--- src/rtl/uart_tx_fsm.sv ---
// uart_tx_fsm -- frame controller / serializer of the UART TX path.
//
// Accepts a parallel word on Data_Valid while idle and sends it on TX_OUT as
// start bit (0), DATA_W data bits LSB first, an optional parity bit taken live
// from the parity stage, and a stop bit (1). One bit per clk cycle; clk is the
// baud clock. Outputs are decoded from registered state only (plus the shift
// register LSB and, in the parity cycle, par_bit), so there is no path from
// Data_Valid/P_DATA/PAR_EN to the outputs.
//
// Build option:
//   UART_TX_TWO_STOP_EN  defined: a second stop cycle (STOP2) follows STOP and
//                        tx_done moves to STOP2. Undefined: single stop bit.
//
// Parameters:
//   DATA_W      data bits per frame (5..9)
// Ports:
//   clk         baud clock, all state on rising edge
//   RST         asynchronous active-high reset
//   P_DATA      parallel word, sampled only when a frame is accepted
//   Data_Valid  word valid, accepted only in IDLE
//   PAR_EN      parity enable, sampled only when a frame is accepted
//   par_bit     parity bit from the parity stage, used in the PARITY cycle
//   TX_OUT      serial line, idle high
//   busy        high from START through the last stop cycle
//   tx_done     one-cycle pulse during the final stop cycle
module uart_tx_fsm #(
  parameter int DATA_W = 8
) (
  input  logic              clk,
  input  logic              RST,
  input  logic [DATA_W-1:0] P_DATA,
  input  logic              Data_Valid,
  input  logic              PAR_EN,
  input  logic              par_bit,
  output logic              TX_OUT,
  output logic              busy,
  output logic              tx_done
);

  // Counter reaches DATA_W after the last data bit, so it needs one spare code.
  localparam int               CNT_W    = $clog2(DATA_W + 1);
  localparam logic [CNT_W-1:0] CNT_LAST = CNT_W'(DATA_W - 1);

`ifdef UART_TX_TWO_STOP_EN
  typedef enum logic [2:0] {
    ST_IDLE   = 3'd0,
    ST_START  = 3'd1,
    ST_DATA   = 3'd2,
    ST_PARITY = 3'd3,
    ST_STOP   = 3'd4,
    ST_STOP2  = 3'd5
  } state_t;
`else
  typedef enum logic [2:0] {
    ST_IDLE   = 3'd0,
    ST_START  = 3'd1,
    ST_DATA   = 3'd2,
    ST_PARITY = 3'd3,
    ST_STOP   = 3'd4
  } state_t;
`endif

  state_t            state_r, state_s;
  logic [DATA_W-1:0] shift_r, shift_s;
  logic [CNT_W-1:0]  cnt_r,   cnt_s;
  logic              par_en_r, par_en_s;

  // State and datapath registers; reset returns the line to idle immediately.
  always_ff @(posedge clk or posedge RST) begin
    if (RST) begin
      state_r  <= ST_IDLE;
      shift_r  <= '0;
      cnt_r    <= '0;
      par_en_r <= 1'b0;
    end else begin
      state_r  <= state_s;
      shift_r  <= shift_s;
      cnt_r    <= cnt_s;
      par_en_r <= par_en_s;
    end
  end

  // Next-state and datapath update.
  always_comb begin
    state_s  = state_r;
    shift_s  = shift_r;
    cnt_s    = cnt_r;
    par_en_s = par_en_r;
    case (state_r)
      ST_IDLE: begin
        // P_DATA/PAR_EN are only looked at on acceptance, so X on them
        // while Data_Valid is low never reaches the registers.
        if (Data_Valid) begin
          shift_s  = P_DATA;
          par_en_s = PAR_EN;
          cnt_s    = '0;
          state_s  = ST_START;
        end else begin
          state_s  = ST_IDLE;
        end
      end
      ST_START: begin
        state_s = ST_DATA;
      end
      ST_DATA: begin
        shift_s = {1'b0, shift_r[DATA_W-1:1]};
        cnt_s   = cnt_r + CNT_W'(1);
        if (cnt_r == CNT_LAST) begin
          if (par_en_r) begin
            state_s = ST_PARITY;
          end else begin
            state_s = ST_STOP;
          end
        end else begin
          state_s = ST_DATA;
        end
      end
      ST_PARITY: begin
        state_s = ST_STOP;
      end
`ifdef UART_TX_TWO_STOP_EN
      ST_STOP: begin
        state_s = ST_STOP2;
      end
      ST_STOP2: begin
        state_s = ST_IDLE;
      end
`else
      ST_STOP: begin
        state_s = ST_IDLE;
      end
`endif
      default: begin
        state_s = ST_IDLE;
      end
    endcase
  end

  // Moore output decode from the registered state.
  always_comb begin
    TX_OUT  = 1'b1;
    busy    = 1'b0;
    tx_done = 1'b0;
    case (state_r)
      ST_IDLE: begin
        TX_OUT = 1'b1;
        busy   = 1'b0;
      end
      ST_START: begin
        TX_OUT = 1'b0;
        busy   = 1'b1;
      end
      ST_DATA: begin
        TX_OUT = shift_r[0];
        busy   = 1'b1;
      end
      ST_PARITY: begin
        // par_bit is held stable upstream while busy is high.
        TX_OUT = par_bit;
        busy   = 1'b1;
      end
`ifdef UART_TX_TWO_STOP_EN
      ST_STOP: begin
        TX_OUT = 1'b1;
        busy   = 1'b1;
      end
      ST_STOP2: begin
        TX_OUT  = 1'b1;
        busy    = 1'b1;
        tx_done = 1'b1;
      end
`else
      ST_STOP: begin
        TX_OUT  = 1'b1;
        busy    = 1'b1;
        tx_done = 1'b1;
      end
`endif
      default: begin
        TX_OUT  = 1'b1;
        busy    = 1'b0;
        tx_done = 1'b0;
      end
    endcase
  end

endmodule

--- config.mk ---
export PLATFORM = sky130hd
export DESIGN_NAME = uart_tx_fsm
export DESIGN_NICKNAME = d
export VERILOG_FILES = /design/src/rtl/uart_tx_fsm.sv
export SDC_FILE = /design/constraint.sdc
export NUM_CORES = 1
export LEC_CHECK = 0
export ABC_AREA = 1
export CAP_MARGIN = 0
export CORE_MARGIN = 2
export CORE_UTILIZATION = 44
export CTS_CLUSTER_DIAMETER = 150
export DETAILED_ROUTE_END_ITERATION = 10
export GPL_TIMING_DRIVEN = 0
export PLACE_DENSITY = 0.68
export REMOVE_ABC_BUFFERS = 1
export SYNTH_ARGS = -nofsm -noshare
export SYNTH_HDL_FRONTEND = slang
export SYNTH_SLANG_ARGS = --single-unit
--- constraint.sdc ---
create_clock -name clk -period 1.1 [get_ports clk]
set_input_delay 0.22 -clock clk [delete_from_list [all_inputs] [get_ports clk]]
set_output_delay 0.22 -clock clk [all_outputs]
set_load 0.005 [all_outputs]
==> flow_summary.json <==
{
  "setup_ws_ns": -0.3543,
  "post-place-cells": 142,
  "finalClockSkew_ns": 0.005910,
  "hpwl_um": 1130,
  "postRouteAntennaNets": 0,
  "drive_above_1_share_pct": 38.13,
  "firstDrtPassIters": 4,
  "cts_sinks": 16,
  "cts_buffers": 3,
  "synth_cell_types": 19,
  "synth_area_um2": 829.5,
  "cpMostUsedCell": "buf_6",
  "total_power_mw": 3.438,
  "htreeDepth": 1,
  "final_cells": 164,
  "vias": 806,
  "grt_usage_pct": 20.75,
  "grt_pass1_vias": 722,
  "power.density_nw_per_um2": 2645,
  "critical_path_class": "flop to flop",
  "syn_area_per_cell_um2": 8.054,
  "placed_area_um2": 1003,
  "syn2layout_area_growth_pct": 56.71,
  "crit_slowest_cell": "dfrtp_2",
  "cts_hold_buf": 0,
  "setup_viol": 18,
  "synth_area_leaders": "dfrtp_1, nand2_1, nand3_1, nor2_1, nand3b_1",
  "grt_overflow": 0,
  "fin_crit_sh_pct": 132.2,
  "synthTopCellsByCount": "nand2_1, dfrtp_1, nand3_1, nor2_1, inv_1",
  "startpoint_type": "flop",
  "cts_buffer_depth": 2,
  "initial_utilization_pct": 47.53,
  "rows": 15,
  "port_buffers": 15,
  "yosysTopAreaCell": "dfrtp_1",
  "die-width_um": 47.42,
  "vdd_drop_max_mv": 1.400,
  "tightest_slew_ns": 0.6578,
  "slew_headroom_pct": 56.10,
  "slowest_delay_ns": 0.44,
  "synth_edf_count": 0,
  "cts_root_buffer": "clkbuf_4",
  "num-fill-cells": 137,
  "grt_max_degree": 17,
  "arrival_ns": 1.63,
  "drv_slew": 0,
  "io_pins": 16,
  "yosysSeqAreaShare_pct": 48.27,
  "drtIter0Drc": 6,
  "yosysMostFrequentCell": "nand2_1",
  "async_flop_share_pct": 100.0,
  "drc": 0,
  "min_path_type": "input pin to asynchronous set/reset pin",
  "grt_pass1_wl_um": 3187,
  "cts_tree": "done",
  "ys_warn_count": 0,
  "diodes": 0,
  "setup_tns_ns": -5.205,
  "insertion_delay_ns": 0.28,
  "p_leak_nw": 0.6227,
  "antenna_found_initial": 0,
  "crit_fanout": 5,
  "final_nets": 155,
  "rsz0062_at_grt": "yes",
  "yosysTopAreaCellShare_pct": 48.27,
  "violations": "negative setup slack",
  "ys_ff_latch": 16,
  "synth-main-ff-cell": "dfrtp_1",
  "path_clk_slew_ns": 0.10,
  "cap_violations": 0,
  "final_util_pct": 74.48,
  "gp_congestion": 0.6929,
  "final_area_um2": 1300,
  "routedWlPerCell_um": 12.63,
  "synthCells": 103,
  "crit_chain": "buf_6, buf_6, buf_6, nor2_4, buf_6, nand2_8, nand3_2, nand3_2",
  "avgViaCountPerCell": 4.915,
  "crit_path_end_kind": "flop",
  "wirelength_um": 2072,
  "die-area_um2": 2249,
  "status": "complete, but fails checks",
  "core_area_um2": 1745,
  "min_period_ns": 1.454,
  "hold_viol": 0,
  "die_h_um": 47.42,
  "cp.required_ns": 1.27,
  "fmax_mhz": 687.6
}
[state kept, by name, summed over array words and instances, names as in the netlist]
register and count:
cnt_r 4, state_r 3, shift_r 8, par_en_r 1
[path summary, 6_finish.rpt]
kind	cells past startpoint	start	slack (ns)	end
worst max-delay path	8	state_r[1]	-0.35	shift_r[3]
worst min-delay path	2	RST	0.32	cnt_r[0]
worst max register to register	8	state_r[1]	-0.35	shift_r[3]
worst min register to register	2	shift_r[4]	0.50	shift_r[3]
max in group asynchronous	2	RST	0.32	state_r[0]
min in group clk	2	shift_r[4]	0.50	shift_r[3]
[through the flow]
| stage | setup WS (ns) | hold slack (ns) |
|---|---|---|
| after floorplan | 0.01415 | 0.1337 |
| after global placement | -0.5118 | 0.4763 |
| after detailed placement | -0.5096 | 0.4820 |
| after CTS | -0.3090 | 0.3188 |
| after global routing | -0.4021 | 0.3646 |
| final | -0.3543 | 0.3157 |
[critical path: cells and delay by family, from the launching register on]
kind,cells,cell delay (ns)
flops,1,0.44
simple gates,4,0.39
buf+inv,4,0.50
[cell families (layout without fill, tap and decap cells)]
family                     after synthesis  after routing  share of synthesized area [%]
buffers and inverters                   12             47                          5.883
adders and majority gates                1              1                          1.508
AOI/OAI and AO/OA                        7              7                          4.373
DFF                                     16             16                          48.26
and+or+nand+nor                         67             68                          39.97
[layout by cell type (no fill, tap or decap), types with 2 or more instances in the layout]
master / count
nand3_1: 9
buf_2: 3
o21ai_1: 4
nand3_2: 5
clkbuf_4: 3
buf_4: 9
nand2_2: 3
nor2_2: 2
nor2_4: 4
inv_1: 9
nand2_1: 21
inv_2: 2
nand2_4: 3
dfrtp_1: 14
nand3b_1: 6
buf_6: 8
a21oi_2: 2
nor2_1: 11
dfrtp_2: 2
clkdlybuf4s50_1: 12
[timing repair]
action,4_1_cts,5_1_grt
buffers inserted,17,1
endpoints found under the hold margin,0,0
endpoints found under the setup margin,18,19
pin swaps,15,7
cloned,1,0
gates resized for setup,36,14
[layout make-up]
type | count | area [um2] | share of cell area, %
Multi-Input combinational cell | 76 | 489.2 | 37.63
Sequential cell | 16 | 402.9 | 30.99
Timing Repair Buffer | 33 | 312.8 | 24.06
Inverter | 11 | 41.29 | 3.176
Tap cell | 25 | 31.28 | 2.406
Clock buffer | 3 | 22.52 | 1.732
[metal layers]
metal  share of wire [%]  global-route usage [%]  wire, um  vias to the layer above
met3                 2.3                   2.264        48                        2
li1                    -                       -         -                      404
met5                   0                       0         0                        -
met4                0.87                   10.00        18                        0
met1                  44                   26.14       906                      388
met2                  53                   35.41      1098                       12
[power by group]
part | total, mW | internal, mW | switching, mW
sequential | 1.06 | 0.862 | 0.197
combinational | 2.07 | 1.03 | 1.04
clock | 0.308 | 0.127 | 0.181
total | 3.44 | 2.02 | 1.42
No activity file was read; power rests on OpenSTA's default activity.
